File: src/rtl/alu_pkg.sv
// rtl/alu_pkg.sv - shared ALU op codes, RV32I opcode/funct7 constants and issue FSM states
package alu_pkg;

  typedef enum logic [3:0] {
    ALU_ADD  = 4'd0,
    ALU_SUB  = 4'd1,
    ALU_SLT  = 4'd2,
    ALU_SLTU = 4'd3,
    ALU_XOR  = 4'd4,
    ALU_OR   = 4'd5,
    ALU_AND  = 4'd6,
    ALU_SLL  = 4'd7,
    ALU_SRL  = 4'd8,
    ALU_SRA  = 4'd9
  } alu_ops_e;

  localparam logic [6:0] OPC_OP     = 7'b0110011;
  localparam logic [6:0] OPC_OP_IMM = 7'b0010011;
  localparam logic [6:0] OPC_LUI    = 7'b0110111;
  localparam logic [6:0] OPC_AUIPC  = 7'b0010111;

  localparam logic [6:0] F7_BASE = 7'b0000000;
  localparam logic [6:0] F7_ALT  = 7'b0100000;

  typedef enum logic [2:0] {
    IDLE    = 3'd0,
    ISSUE   = 3'd1,
    CAPTURE = 3'd2,
    WB      = 3'd3,
    ERR     = 3'd4
  } issue_state_e;

  // alt selects SUB/SRA on the two funct3 values that have an alternate form
  function automatic alu_ops_e f3_to_op(input logic [2:0] f3, input logic alt);
    alu_ops_e op;
    case (f3)
      3'b000:  op = alt ? ALU_SUB : ALU_ADD;
      3'b001:  op = ALU_SLL;
      3'b010:  op = ALU_SLT;
      3'b011:  op = ALU_SLTU;
      3'b100:  op = ALU_XOR;
      3'b101:  op = alt ? ALU_SRA : ALU_SRL;
      3'b110:  op = ALU_OR;
      default: op = ALU_AND;
    endcase
    return op;
  endfunction

endpackage

File: src/rtl/alu_instr_decode.sv
// rtl/alu_instr_decode.sv - combinational RV32I ALU-class decode; LUI/AUIPC under ALU_ISSUE_UTYPE_EN
module alu_instr_decode
  import alu_pkg::*;
#(
  parameter int XLEN = 32
) (
  input  logic [31:0]     instr,
  input  logic [XLEN-1:0] pc,
  input  logic [XLEN-1:0] rs1_data,
  input  logic [XLEN-1:0] rs2_data,
  output logic [XLEN-1:0] a,
  output logic [XLEN-1:0] b,
  output alu_ops_e        op,
  output logic [4:0]      rd,
  output logic            illegal
);

  logic [6:0] opcode;
  logic [2:0] funct3;
  logic [6:0] funct7;

  assign opcode = instr[6:0];
  assign funct3 = instr[14:12];
  assign funct7 = instr[31:25];
  assign rd     = instr[11:7];

`ifndef ALU_ISSUE_UTYPE_EN
  logic unused_pc;
  assign unused_pc = ^pc;
`endif

  always_comb begin
    a       = rs1_data;
    b       = rs2_data;
    op      = ALU_ADD;
    illegal = 1'b1;
    case (opcode)
      OPC_OP: begin
        if (funct7 == F7_BASE) begin
          illegal = 1'b0;
          op      = f3_to_op(funct3, 1'b0);
        end else if (funct7 == F7_ALT && (funct3 == 3'b000 || funct3 == 3'b101)) begin
          illegal = 1'b0;
          op      = f3_to_op(funct3, 1'b1);
        end
      end
      OPC_OP_IMM: begin
        b = {{(XLEN-12){instr[31]}}, instr[31:20]};
        if (funct3 == 3'b001 || funct3 == 3'b101) begin
          // shift immediates carry the SRA selector in the upper imm bits
          b = {{(XLEN-5){1'b0}}, instr[24:20]};
          if (funct7 == F7_BASE) begin
            illegal = 1'b0;
            op      = f3_to_op(funct3, 1'b0);
          end else if (funct7 == F7_ALT && funct3 == 3'b101) begin
            illegal = 1'b0;
            op      = ALU_SRA;
          end
        end else begin
          illegal = 1'b0;
          op      = f3_to_op(funct3, 1'b0);
        end
      end
`ifdef ALU_ISSUE_UTYPE_EN
      OPC_LUI: begin
        illegal = 1'b0;
        a       = '0;
        b       = {instr[31:12], 12'b0};
      end
      OPC_AUIPC: begin
        illegal = 1'b0;
        a       = pc;
        b       = {instr[31:12], 12'b0};
      end
`endif
      default: ;
    endcase
  end

endmodule

File: src/rtl/alu_issue.sv
// rtl/alu_issue.sv - ALU issue/writeback sequencer; optional LUI/AUIPC via ALU_ISSUE_UTYPE_EN
module alu_issue
  import alu_pkg::*;
#(
  parameter int XLEN = 32
) (
  input  logic            clk,
  input  logic            rst_n,
  input  logic            instr_valid,
  output logic            instr_ready,
  input  logic [31:0]     instr,
  input  logic [XLEN-1:0] pc,
  input  logic [XLEN-1:0] rs1_data,
  input  logic [XLEN-1:0] rs2_data,
  output logic            alu_clk_enable,
  output logic [XLEN-1:0] alu_a,
  output logic [XLEN-1:0] alu_b,
  output logic [3:0]      alu_op_select,
  input  logic [XLEN-1:0] alu_out,
  output logic            wb_valid,
  input  logic            wb_ready,
  output logic [4:0]      wb_rd,
  output logic [XLEN-1:0] wb_data,
  output logic            illegal_instr
);

  issue_state_e    state, state_n;
  logic [XLEN-1:0] dec_a, dec_b;
  alu_ops_e        dec_op;
  logic [4:0]      dec_rd;
  logic            dec_illegal;
  logic            accept;

  alu_instr_decode #(.XLEN(XLEN)) u_decode (
    .instr    (instr),
    .pc       (pc),
    .rs1_data (rs1_data),
    .rs2_data (rs2_data),
    .a        (dec_a),
    .b        (dec_b),
    .op       (dec_op),
    .rd       (dec_rd),
    .illegal  (dec_illegal)
  );

  assign accept = (state == IDLE) && instr_valid;

  always_ff @(posedge clk or negedge rst_n) begin
    if (!rst_n) begin
      state <= IDLE;
    end else begin
      state <= state_n;
    end
  end

  // operands stay put until the next legal accept so the ALU sees stable inputs
  always_ff @(posedge clk or negedge rst_n) begin
    if (!rst_n) begin
      alu_a         <= '0;
      alu_b         <= '0;
      alu_op_select <= '0;
      wb_rd         <= '0;
      wb_data       <= '0;
    end else begin
      if (accept && !dec_illegal) begin
        alu_a         <= dec_a;
        alu_b         <= dec_b;
        alu_op_select <= dec_op;
        wb_rd         <= dec_rd;
      end
      if (state == CAPTURE) begin
        wb_data <= alu_out;
      end
    end
  end

  always_comb begin
    state_n        = state;
    instr_ready    = 1'b0;
    alu_clk_enable = 1'b0;
    wb_valid       = 1'b0;
    illegal_instr  = 1'b0;
    case (state)
      IDLE: begin
        instr_ready = 1'b1;
        if (instr_valid) begin
          state_n = dec_illegal ? ERR : ISSUE;
        end
      end
      ISSUE: begin
        alu_clk_enable = 1'b1;
        state_n        = CAPTURE;
      end
      CAPTURE: state_n = WB;
      WB: begin
        wb_valid = 1'b1;
        if (wb_ready) begin
          state_n = IDLE;
        end
      end
      ERR: begin
        illegal_instr = 1'b1;
        state_n       = IDLE;
      end
      default: state_n = IDLE;
    endcase
  end

endmodule

File: config.mk
export PLATFORM = sky130hd
export DESIGN_NAME = alu_issue
export DESIGN_NICKNAME = d
export VERILOG_FILES = /design/src/rtl/alu_pkg.sv /design/src/rtl/alu_instr_decode.sv /design/src/rtl/alu_issue.sv
export SDC_FILE = /design/constraint.sdc
export NUM_CORES = 1
export LEC_CHECK = 0
export CAP_MARGIN = 15
export CORE_ASPECT_RATIO = 1.2
export CORE_MARGIN = 3
export CORE_UTILIZATION = 25
export DETAILED_ROUTE_END_ITERATION = 7
export SETUP_SLACK_MARGIN = 0.4
export SYNTH_ARGS = -nofsm -noshare
export SYNTH_HDL_FRONTEND = slang
export SYNTH_SLANG_ARGS = --single-unit
File: constraint.sdc
create_clock -name clk -period 3.2 [get_ports clk]
set_clock_uncertainty 0.1 [all_clocks]
set_input_delay 0.8 -clock clk [delete_from_list [all_inputs] [get_ports clk]]
set_output_delay 0.8 -clock clk [all_outputs]
set_load 0.05 [all_outputs]
==> impl_metrics.json <==
{
  "status": "complete, no violations",
  "grt_overflow": 0,
  "die_area_um2": 21200,
  "rsz0062_at_grt": "true",
  "synthCells": 350,
  "dp.cells": 834,
  "detail-route-antenna-nets": 0,
  "maxCapViolations": 0,
  "hold_buffers": 0,
  "initial_core_util_pct": 25.7,
  "worstPathCellList": "clkdlybuf4s50_1, nor4_4, a31oi_1, or2_4, a21oi_4, buf_12, buf_12, mux2_2",
  "wl_per_cell_um": 16.2,
  "place_congestion": 0.820,
  "ys_ff_latch": 108,
  "clk_pin_slew_ns": 0.08,
  "regArea_um2": 2700,
  "cpPeakStageDelay_ns": 0.47,
  "power.density_nw_per_um2": 672,
  "cts_max_level": 3,
  "power_leakage_uw": 0.00343,
  "slew_violations": 0,
  "io_pins": 273,
  "critical_path.most_common_cell": "buf_12",
  "cp_slowest_cell": "clkdlybuf4s50_1",
  "grt_usage_pct": 12.8,
  "tns_ns": 0,
  "fin_nets": 757,
  "worst_slew_pin_slew_ns": 0.546,
  "critPathBufInv": 3,
  "critPathLaunchType": "input port",
  "cts_buffers": 9,
  "num_vias": 3583,
  "critPathArrivalTime_ns": 2.91,
  "multi_input_area_um2": 1910,
  "worstPathRequired_ns": 3.33,
  "finalCritPeriodShare_pct": 86.7,
  "port_buffers": 235,
  "cts_tree": "built",
  "die_y_um": 159,
  "relSlewSlack_pct": 63.5,
  "viasPerCell": 4.20,
  "yosysTopAreaCellShare_pct": 55.4,
  "finalNonFillerCells": 854,
  "clock_latency_ns": 0.34,
  "drtIter0Drc": 89,
  "syn_nets": 514,
  "syn_to_final_growth_pct": 62.1,
  "ys_seq_area_share_pct": 55.4,
  "end_kind": "flop",
  "mostFrequentLayoutCells": "clkdlybuf4s50_1 (230), dfrtp_1 (108), mux2_4 (48)",
  "cts_root_buf": "clkbuf_16",
  "route.detailed.drc": 0,
  "fp-row-count": 55,
  "cp_top_family": "buffers and inverters",
  "grt_pass1_wl_mm": 21.7,
  "nFillCells": 1792,
  "cts_sinks": 108,
  "final_common_cell": "clkdlybuf4s50_1",
  "antenna_found_initial": 0,
  "path_class": "in -> reg",
  "first_pass_iters": 4,
  "routed_wl_mm": 13.8,
  "yosysWarnings": 0,
  "place_area_um2": 7510,
  "core_um2": 19000,
  "clock_path_buffers": 2,
  "syn_area_um2": 4880,
  "drive_above_1_share_pct": 21.2,
  "antennaDiodeCount": 0,
  "setup_viol": 0,
  "synthDistinctLibCells": 35,
  "hold_viol": 0,
  "grt_max_degree": 61,
  "die_w_um": 134,
  "fin_crit_ns": 2.78,
  "grt_pass1_vias": 3878,
  "min_path_type": "in -> async",
  "synth_area_leader_cell": "dfrtp_1",
  "cp_max_fo": 22,
  "vdd_drop_max_mv": 0.385,
  "synth_area_per_cell_um2": 13.9,
  "postLayoutCellArea_um2": 7910,
  "max_freq_mhz": 360,
  "dp_hpwl_mm": 10.3,
  "synth_area_leaders": "dfrtp_1 (55%), mux2_4 (15%), mux2_2 (9.2%)"
}
Yosys cell counts (all sizes together):
cell    count
a21o        1
a21oi      25
a31oi       2
and2        2
and3        2
and3b       1
and4bb      1
buf        13
clkbuf      5
dfrtp     108
inv        26
mux2       88
mux2i      22
nand2      20
nand2b      3
nand3       2
nand3b      1
nor2        3
nor2b       1
nor3        2
nor3b       4
nor4        1
o21ai       9
o21bai      1
o221ai      1
o22a        1
o22ai       1
or2         1
or3         1
xnor2       1
xor2        1
state kept, by name, indices dropped and copies added, names as in the netlist:
name and cells:
alu_b 32, wb_rd 5, state 3, wb_data 32
alu_op_select 4, alu_a 32
report_power, final:
group          switching, uW  internal [uW]  leakage, uW  total (uW)
sequential               148           1640      0.00131        1790
combinational           1410            952      0.00196        2370
clock                    540            621     0.000152        1160
metal layers:
metal / up-vias / share of wire [%] / track usage (%)
met2: 154 / 50 / 21.6
li1: 1688 / - / -
met5: - / 0 / 0
met3: 9 / 7.3 / 4.36
met4: 0 / 1.1 / 3.04
met1: 1732 / 42 / 15.8
layout make-up:
| class | instances | area share [%] |
|---|---|---|
| Clock buffer | 9 | 2.85 |
| Sequential cell | 108 | 34.2 |
| Clock inverter | 7 | 1.03 |
| Timing Repair Buffer | 250 | 32.6 |
| Inverter | 26 | 1.23 |
| Tap cell | 256 | 4.05 |
| Multi-Input combinational cell | 198 | 24.1 |
repair_timing:
action | in CTS | in global routing
gates resized for setup | 3 | 5
endpoints found under the hold margin | 0 | 0
pin swaps | 0 | 2
cloned | 0 | 2
endpoints found under the setup margin | 3 | 62
buffers inserted | 0 | 2
worst register-to-register path, delay by kind of cell (launching register included):
family / cells / cell delay [ns]
multiplexers: 1 / 0.36
AND/OR/NAND/NOR: 2 / 0.53
buffers and inverters: 3 / 0.41
AO/OA/AOI/OAI: 1 / 0.18
flip-flops: 1 / 0.43
worst paths after layout:
check / depth (start not counted) / slack [ns] / startpoint / endpoint
max: 8 / 0.42 / instr[27] / alu_a[1]
min: 1 / 0.24 / rst_n / alu_a[14]
max reg2reg: 7 / 1.07 / state[2] / alu_a[1]
min reg2reg: 1 / 0.41 / wb_data[22] / wb_data[22]
max in group asynchronous: 2 / 2.08 / rst_n / alu_b[7]
min in group clk: 1 / 0.41 / wb_data[22] / wb_data[22]
stage by stage:
step                total power, uW  setup slack, ns  util [%]  hold slack [ns]
floorplan                      3310            0.713         -            0.404
global placement               4160           0.0578      39.6            0.391
detailed placement             4220           0.0353      39.6            0.392
CTS                            5400            0.405      41.2            0.234
global route                   5570            0.377      41.6            0.242
finish                         5310            0.425      41.6            0.237
kinds of logic (layout without fill, tap and decap cells):
group,after synthesis,after routing,share of synthesized area (%)
multiplexers,110,110,28.5
flip-flops,108,108,55.4
AND/OR/NAND/NOR,45,45,5.15
buffers and inverters,44,292,5.82
AO/OA/AOI/OAI,41,41,4.77
XOR/XNOR,2,2,0.359
(Power assumes the default switching activity.)
